### src/rtl/if_id_skid_reg.sv
// IF/ID pipeline stage register with a valid/ready handshake.
// Carries PC, instruction and opaque predictor metadata from fetch to decode.
// SKID=1 adds a second (skid) entry so in_ready can be a flop with no
// combinational dependence on out_ready. flush kills every held entry and
// the killed-entry count accumulates in a saturating counter.
// While the main entry is invalid the outputs present a bubble: PC 0,
// metadata 0 and BUBBLE_INSTR.

module if_id_skid_reg #(
    parameter int                  PC_W         = 32,
    parameter int                  INSTR_W      = 32,
    parameter int                  META_W       = 26,
    parameter int                  SKID         = 1,
    parameter logic [INSTR_W-1:0]  BUBBLE_INSTR = 32'h0000_0013,
    parameter int                  CNT_W        = 16
) (
    input  logic               clk,
    input  logic               reset,
    input  logic               flush,
    input  logic               in_valid,
    output logic               in_ready,
    input  logic [PC_W-1:0]    in_pc,
    input  logic [INSTR_W-1:0] in_instr,
    input  logic [META_W-1:0]  in_meta,
    output logic               out_valid,
    input  logic               out_ready,
    output logic [PC_W-1:0]    out_pc,
    output logic [INSTR_W-1:0] out_instr,
    output logic [META_W-1:0]  out_meta,
    output logic [1:0]         occupancy,
    output logic [CNT_W-1:0]   squash_cnt
);

    // Saturating add of the number of squashed entries (0..2) to the counter.
    function automatic logic [CNT_W-1:0] sat_add(input logic [CNT_W-1:0] a,
                                                 input logic [1:0]       b);
        logic [CNT_W+1:0] sum;
        sum = {2'b00, a} + {{CNT_W{1'b0}}, b};
        if (sum > {2'b00, {CNT_W{1'b1}}}) begin
            return {CNT_W{1'b1}};
        end else begin
            return sum[CNT_W-1:0];
        end
    endfunction

    // Main entry M (drives the outputs) and skid entry S.
    logic               m_valid_q, m_valid_d;
    logic [PC_W-1:0]    m_pc_q,    m_pc_d;
    logic [INSTR_W-1:0] m_instr_q, m_instr_d;
    logic [META_W-1:0]  m_meta_q,  m_meta_d;
    logic               s_valid_q, s_valid_d;
    logic [PC_W-1:0]    s_pc_q,    s_pc_d;
    logic [INSTR_W-1:0] s_instr_q, s_instr_d;
    logic [META_W-1:0]  s_meta_q,  s_meta_d;
    logic [CNT_W-1:0]   cnt_q,     cnt_d;

    logic               in_fire_s;
    logic               out_fire_s;
    logic [1:0]         occ_s;

    assign in_fire_s  = in_valid & in_ready;
    assign out_fire_s = m_valid_q & out_ready;
    assign occ_s      = {1'b0, m_valid_q} + {1'b0, s_valid_q};

    // Next-state for both entries and the squash counter; flush wins over all.
    always_comb begin
        m_valid_d = m_valid_q;
        m_pc_d    = m_pc_q;
        m_instr_d = m_instr_q;
        m_meta_d  = m_meta_q;
        s_valid_d = s_valid_q;
        s_pc_d    = s_pc_q;
        s_instr_d = s_instr_q;
        s_meta_d  = s_meta_q;
        cnt_d     = cnt_q;
        if (flush) begin
            // Drop everything, including any input offered this cycle.
            m_valid_d = 1'b0;
            m_pc_d    = {PC_W{1'b0}};
            m_instr_d = BUBBLE_INSTR;
            m_meta_d  = {META_W{1'b0}};
            s_valid_d = 1'b0;
            cnt_d     = sat_add(cnt_q, occ_s);
        end else begin
            case ({s_valid_q, m_valid_q})
                2'b00: begin
                    // EMPTY: a new entry goes straight to M.
                    if (in_fire_s) begin
                        m_valid_d = 1'b1;
                        m_pc_d    = in_pc;
                        m_instr_d = in_instr;
                        m_meta_d  = in_meta;
                    end else begin
                        m_valid_d = 1'b0;
                    end
                end
                2'b01: begin
                    // ONE: replace, drain, or park the newcomer in S.
                    if (in_fire_s && out_fire_s) begin
                        m_pc_d    = in_pc;
                        m_instr_d = in_instr;
                        m_meta_d  = in_meta;
                    end else if (out_fire_s) begin
                        m_valid_d = 1'b0;
                        m_pc_d    = {PC_W{1'b0}};
                        m_instr_d = BUBBLE_INSTR;
                        m_meta_d  = {META_W{1'b0}};
                    end else if (in_fire_s && (SKID != 0)) begin
                        s_valid_d = 1'b1;
                        s_pc_d    = in_pc;
                        s_instr_d = in_instr;
                        s_meta_d  = in_meta;
                    end else begin
                        m_valid_d = 1'b1;
                    end
                end
                2'b11: begin
                    // FULL: input is blocked; S moves up when M drains.
                    if (out_fire_s) begin
                        m_pc_d    = s_pc_q;
                        m_instr_d = s_instr_q;
                        m_meta_d  = s_meta_q;
                        s_valid_d = 1'b0;
                    end else begin
                        s_valid_d = 1'b1;
                    end
                end
                default: begin
                    // S valid without M cannot occur; recover to EMPTY.
                    m_valid_d = 1'b0;
                    m_pc_d    = {PC_W{1'b0}};
                    m_instr_d = BUBBLE_INSTR;
                    m_meta_d  = {META_W{1'b0}};
                    s_valid_d = 1'b0;
                end
            endcase
        end
    end

    // Entry and counter state; reset leaves the outputs showing a bubble.
    always_ff @(posedge clk or negedge reset) begin
        if (!reset) begin
            m_valid_q <= 1'b0;
            m_pc_q    <= {PC_W{1'b0}};
            m_instr_q <= BUBBLE_INSTR;
            m_meta_q  <= {META_W{1'b0}};
            s_valid_q <= 1'b0;
            s_pc_q    <= {PC_W{1'b0}};
            s_instr_q <= {INSTR_W{1'b0}};
            s_meta_q  <= {META_W{1'b0}};
            cnt_q     <= {CNT_W{1'b0}};
        end else begin
            m_valid_q <= m_valid_d;
            m_pc_q    <= m_pc_d;
            m_instr_q <= m_instr_d;
            m_meta_q  <= m_meta_d;
            s_valid_q <= s_valid_d;
            s_pc_q    <= s_pc_d;
            s_instr_q <= s_instr_d;
            s_meta_q  <= s_meta_d;
            cnt_q     <= cnt_d;
        end
    end

    generate
        if (SKID != 0) begin : g_skid
            logic in_ready_q;
            // Registered ready: open whenever the skid slot will be free.
            always_ff @(posedge clk or negedge reset) begin
                if (!reset) begin
                    in_ready_q <= 1'b1;
                end else begin
                    in_ready_q <= ~s_valid_d;
                end
            end
            assign in_ready = in_ready_q;
        end else begin : g_noskid
            assign in_ready = ~m_valid_q | out_ready;
        end
    endgenerate

    assign out_valid  = m_valid_q;
    assign out_pc     = m_pc_q;
    assign out_instr  = m_instr_q;
    assign out_meta   = m_meta_q;
    assign occupancy  = occ_s;
    assign squash_cnt = cnt_q;

endmodule

### config.mk
export PLATFORM = sky130hd
export DESIGN_NAME = if_id_skid_reg
export DESIGN_NICKNAME = d
export VERILOG_FILES = /design/src/rtl/if_id_skid_reg.sv
export SDC_FILE = /design/constraint.sdc
export NUM_CORES = 1
export LEC_CHECK = 0
export CORE_MARGIN = 2
export CORE_UTILIZATION = 40
export CTS_BUF_LIST = sky130_fd_sc_hd__clkbuf_16
export DETAILED_ROUTE_END_ITERATION = 10
export DONT_BUFFER_PORTS = 1
export PLACE_DENSITY = 0.52
export SYNTH_ARGS = -nofsm -noshare
export SYNTH_HDL_FRONTEND = slang
export SYNTH_SLANG_ARGS = --single-unit
### constraint.sdc
create_clock -name clk -period 4.7 [get_ports clk]
set_clock_uncertainty 0.1 [all_clocks]
set_input_delay 0.94 -clock clk [delete_from_list [all_inputs] [get_ports clk]]
set_output_delay 0.94 -clock clk [all_outputs]
set_load 0.01 [all_outputs]
[Word level (Yosys, flattened, before mapping)]
Index checks and enable logic that the tools add are counted.
Word-level totals
  bits in registers: 199
  output and inout bits: 110
Operators by class
  $add $sub $neg: 2
  $lt $le $gt $ge: 1
  eq/ne operators: 8
  mux-type cells: 31
  bitwise logic cells: 6
  reduce and logical (&&, ||, !) cells: 5
Operators by type and width (count)
  32-bit two-way mux: 10
  32-bit case mux with 3 select lines: 2
  26-bit two-way mux: 5
  26-bit case mux with 3 select lines: 1
  16-bit by 2-bit adder with 17-bit output: 1
  17-bit by 16-bit greater-than comparator with 1-bit output, second input constant: 1
  16-bit two-way mux: 1
  1-bit two-way mux: 10
  3-bit inequality test, second input constant: 3
  4-bit inequality test, second input constant: 2
  1-bit case mux with 3 select lines: 2
  3-bit AND reduction: 2
  5-bit AND reduction: 1
  1-bit inverter: 4
  1-bit by 1-bit adder with 2-bit output: 1
  1-bit AND: 2
  2-bit by 1-bit equality test with 1-bit output, second input constant: 1
  2-bit equality test, second input constant: 1
  2-bit zero test: 1
  2-bit inequality test, second input constant: 1
  1-bit logical AND: 1

[Logic depth before layout (Yosys ltp)]
  word-level depth: 7
  mapped depth: 10
  depth with buffers taken out: 8

[Least setup slack after synthesis]
No wires, ideal clock.
  path type: register to register
  start: reg m_valid_q, in the netlist out_valid
  end: reg cnt_q[11], in the netlist squash_cnt[11]
  library setup time: 142 ps
  arrival: 2344 ps
  setup slack: 2115 ps
  stages on the path, launching flop included: 11
  clock period less this slack: 2585 ps
  cells stage by stage: dfrtp_1 -> ha_1 -> buf_2 -> buf_1 -> xor2_1 -> ha_1 -> a21oi_1 -> nor3_1 -> nand2_1 -> clkbuf_1 -> nand3_1
Between the ends
  word-level cells in the longest chain between the ends: 4
RTL lines
  start: declaration: RTL line 47  | logic m_valid_q, m_valid_d;
  start signal: assignment: RTL line 153  | m_valid_q <= m_valid_d;
  1-bit by 1-bit adder with 2-bit output *: RTL line 63  | assign occ_s = {1'b0, m_valid_q} + {1'b0, s_valid_q};
  named net occupancy[1]: RTL line 30  | output logic [1:0] occupancy,
  16-bit by 2-bit adder with 17-bit output *: RTL line 38  | sum = {2'b00, a} + {{CNT_W{1'b0}}, b};
  17-bit by 16-bit greater-than comparator with 1-bit output: RTL line 39  | if (sum > {2'b00, {CNT_W{1'b1}}}) begin
  16-bit two-way mux *: RTL line 39
  end signal: assignment: RTL line 151  | cnt_q <= {CNT_W{1'b0}};
  end signal: assignment: RTL line 161  | cnt_q <= cnt_d;
  end: declaration: RTL line 55  | logic [CNT_W-1:0] cnt_q, cnt_d;
The timed path passes the listed nets; every way through them passes the cells marked *.
A chain may end at the register's enable or synchronous reset.

[Final worst setup path]
  start: reg m_valid_q, in the netlist out_valid
  end: reg m_meta_q[17], in the netlist out_meta[17]
Between the ends
  word-level cells in the longest chain between the ends: 5
  elaborated cells on any way between the ends: 12
  those cells by class: eq/ne (5); mux (3); bitwise (1); reduce/logical (3)
RTL lines
  1-bit AND: RTL line 62  | assign out_fire_s = m_valid_q & out_ready;
  1-bit logical AND: RTL line 99  | if (in_fire_s && out_fire_s) begin
  26-bit two-way mux: RTL line 99
  26-bit case mux with 3 select lines: RTL line 85  | case ({s_valid_q, m_valid_q})
  26-bit two-way mux: RTL line 76  | if (flush) begin
  end signal: assignment: RTL line 146  | m_meta_q <= {META_W{1'b0}};
  end signal: assignment: RTL line 156  | m_meta_q <= m_meta_d;
  end: declaration: RTL line 50  | logic [META_W-1:0] m_meta_q, m_meta_d;
Several ways; a longest one is shown, not always the timed one.

==> flow_metrics.py <==
metrics = {
    "floorplanning": {
        "start_util_pct": 40.71,
        "rows": 54,
        "die-area_mm2": 0.02335,
        "die_h_um": 152.8,
        "core_area_mm2": 0.02176,
        "dieWidth_um": 152.8,
        "ioPinCount": 205,
    },
    "run_status": {
        "status": "finished, final reports clean",
    },
    "yosys": {
        "synthFlopType": "dfrtp_1",
        "syn_area_mm2": 0.008856,
        "synth_edf_count": 0,
        "syn_nets": 729,
        "synth_top_cell_by_area": "dfrtp_1",
        "synth_common_cells": "195 x dfrtp_1, 90 x a22oi_1, 90 x mux2_4",
        "ys_ff_latch": 199,
        "synth_warnings": 0,
        "avgSynthCellArea_um2": 14.12,
        "synth.most_common_cell": "dfrtp_1",
        "synth.top_cell.area_share_pct": 55.10,
        "syn_inst": 627,
        "synth-async-reset-ratio_pct": 100.0,
        "synth_cell_types": 46,
        "ys_top_cells_by_area": "dfrtp_1 55%, mux2_4 15%, o2bb2ai_1 8.7%, a22oi_1 7.6%, buf_12 2.3%",
        "seq_area_frac_synth_pct": 56.29,
    },
    "power_and_ir_drop": {
        "power_density_mw_per_mm2": 595.1,
        "p_leak_uw": 0.004426,
        "peakVddDrop_mv": 0.3512,
    },
    "clock_tree": {
        "cts_tree": "done",
        "postCtsHoldBufs": 0,
        "cts.path.max_buffers": 2,
        "clk_latency_ns": 0.43,
        "clock_sinks": 199,
        "h-tree-depth": 4,
        "cts_setup_buffers": 0,
        "cts_resized": 0,
        "clkSlewWorstSetupHoldPaths_ns": 0.08,
        "cts_made_buffers": 17,
        "cts-root-buf": "clkbuf_16",
    },
    "timing": {
        "fin_crit_sh_pct": 65.63,
        "min_period_ns": 3.084,
        "slew_viol_final": 0,
        "holdWs_ns": 0.09445,
        "fmax_mhz": 324.2,
        "rsz0062_at_grt": "no",
        "tightest_slew_ns": 1.155,
        "slew_headroom_pct": 22.85,
        "finalSetupViolations": 0,
        "tns_ns": 0,
        "final-hold-violation-count": 0,
    },
    "detailed_routing": {
        "wl_met2_um": 9524,
        "wl_met3_um": 1500,
        "vias": 5252,
        "wirelength_met1_um": 8934,
        "drc": 0,
        "wl_um": 20360,
        "ant_nets": 0,
        "dr.max_layer_used": "met4",
        "firstDrtPassIters": 5,
        "wl_per_cell_um": 22.85,
        "via_per_inst": 5.895,
        "drt_iter0_drc": 291,
    },
    "global_routing": {
        "grt_max_degree": 200,
        "antenna_found_initial": 0,
        "track_usage_pct": 17.47,
        "grt_pass1_wl_um": 32940,
        "grt.overflow.total": 0,
        "grt_pass1_vias": 5530,
    },
    "placement": {
        "routabilityCongestion": 0.7892,
        "dpl.cell_count": 860,
        "dp_hpwl_um": 12210,
        "port_buffers": 0,
    },
    "cells_and_area": {
        "seq_area_mm2": 0.004985,
        "final_nets": 701,
        "fin_util_pct": 43.55,
        "multi_input_area_mm2": 0.003513,
        "antenna_cells": 0,
        "drive_above_1_share_pct": 22.75,
        "fin_cells": 891,
        "areaGrowthSynthToFinish_pct": 6.994,
        "fillers": 1989,
    },
    "hold_path": {
        "hp-class": "in -> async",
    },
    "flow_run": {
        "cap_violations": 0,
    },
    "critical_path": {
        "cpPeakStageDelay_ns": 0.88,
        "arrival_ns": 3.30,
        "critical_path.slowest_cell": "nor2_4",
        "critPathLaunchType": "flop",
        "required_ns": 4.92,
        "path_cells": "ha_4 > nor2_1 > a2bb2oi_1 > nor2_4 > buf_12 > o2bb2ai_1",
        "worstPathMaxFanout": 49,
        "end_kind": "flop",
        "critPathKind": "reg -> reg",
        "rrSetupSlack_ns": 1.62,
    },
}
flip-flops by register name (all words and copies together), names as in the netlist:
name,count
s_meta_q,26
in_ready,1
s_instr_q,32
out_instr,32
s_pc_q,32
squash_cnt,16
out_pc,32
s_valid_q,1
out_meta,26
out_valid,1
worst paths after layout:
kind,from,cells after the start,end
max,out_valid,6,out_meta[17]
min,reset,0,out_pc[15]
max reg2reg,out_valid,6,out_meta[17]
min reg2reg,s_pc_q[12],1,s_pc_q[12]
max in group asynchronous,reset,0,out_instr[1]
min in group clk,s_pc_q[12],1,s_pc_q[12]
kinds of logic (layout without fill, tap and decap cells):
kind of cell / Yosys count / count (layout) / share of synthesized area [%]
AO/OA/AOI/OAI: 200 / 200 / 17.97
flip-flops: 199 / 199 / 56.29
multiplexers: 96 / 96 / 15.99
AND/OR/NAND/NOR: 64 / 64 / 3.772
buffers and inverters: 55 / 39 / 4.394
adder cells (fa/ha/maj): 7 / 7 / 0.9889
XOR/XNOR: 6 / 6 / 0.5935
through the flow:
step | worst slack, ns | total power (uW) | instance area (um2)
6_report | 1.616 | 5639 | 9475
5_1_grt | 1.429 | 5957 | 9475
4_1_cts | 1.611 | 5691 | 9475
3_5_place_dp | 1.646 | 4242 | 8906
3_3_place_gp | 1.718 | 4187 | 8906
2_1_floorplan | 2.115 | 3928 | 8856
placed cells by master (no fill, tap or decap), types with 3 or more instances in the layout:
cell type / n
nor2_1: 6
xnor2_1: 3
and3_1: 3
xor2_1: 3
nand3_1: 10
clkinv_8: 3
nand4_1: 5
inv_6: 4
a22oi_1: 90
ha_1: 6
o21ai_0: 6
o2bb2ai_1: 88
nand2_1: 18
dfrtp_1: 195
mux2_4: 90
nor3_1: 4
dfstp_2: 4
a21oi_1: 5
or3_1: 3
inv_1: 5
clkinv_4: 3
buf_4: 3
clkbuf_16: 17
mux2_2: 4
power breakdown:
part | internal [uW] | switching [uW] | total [uW]
sequential | 2320 | 541 | 2860
combinational | 774 | 591 | 1370
clock | 704 | 712 | 1420
worst max-delay path, delay by kind of cell, from the launching register on:
kind	cells	cell delay (ns)
AOI/OAI and AO/OA	2	0.37
adders and majority gates	1	0.50
buffers and inverters	1	0.35
DFF	1	0.59
and+or+nand+nor	2	0.98
routing by layer:
metal,up-vias,track usage [%]
li1,2337,-
met2,160,26.86
met3,22,5.233
met4,0,6.085
met5,-,0
met1,2733,23.66
final cells by class:
type,count,area share (%)
Clock buffer,17,4.490
Clock inverter,14,1.519
Inverter,4,0.1585
Multi-Input combinational cell,373,37.08
Sequential cell,199,52.61
Tap cell,280,3.697
Timing Repair Buffer,4,0.4490
Note: power is estimated with default switching activity, not from simulation.
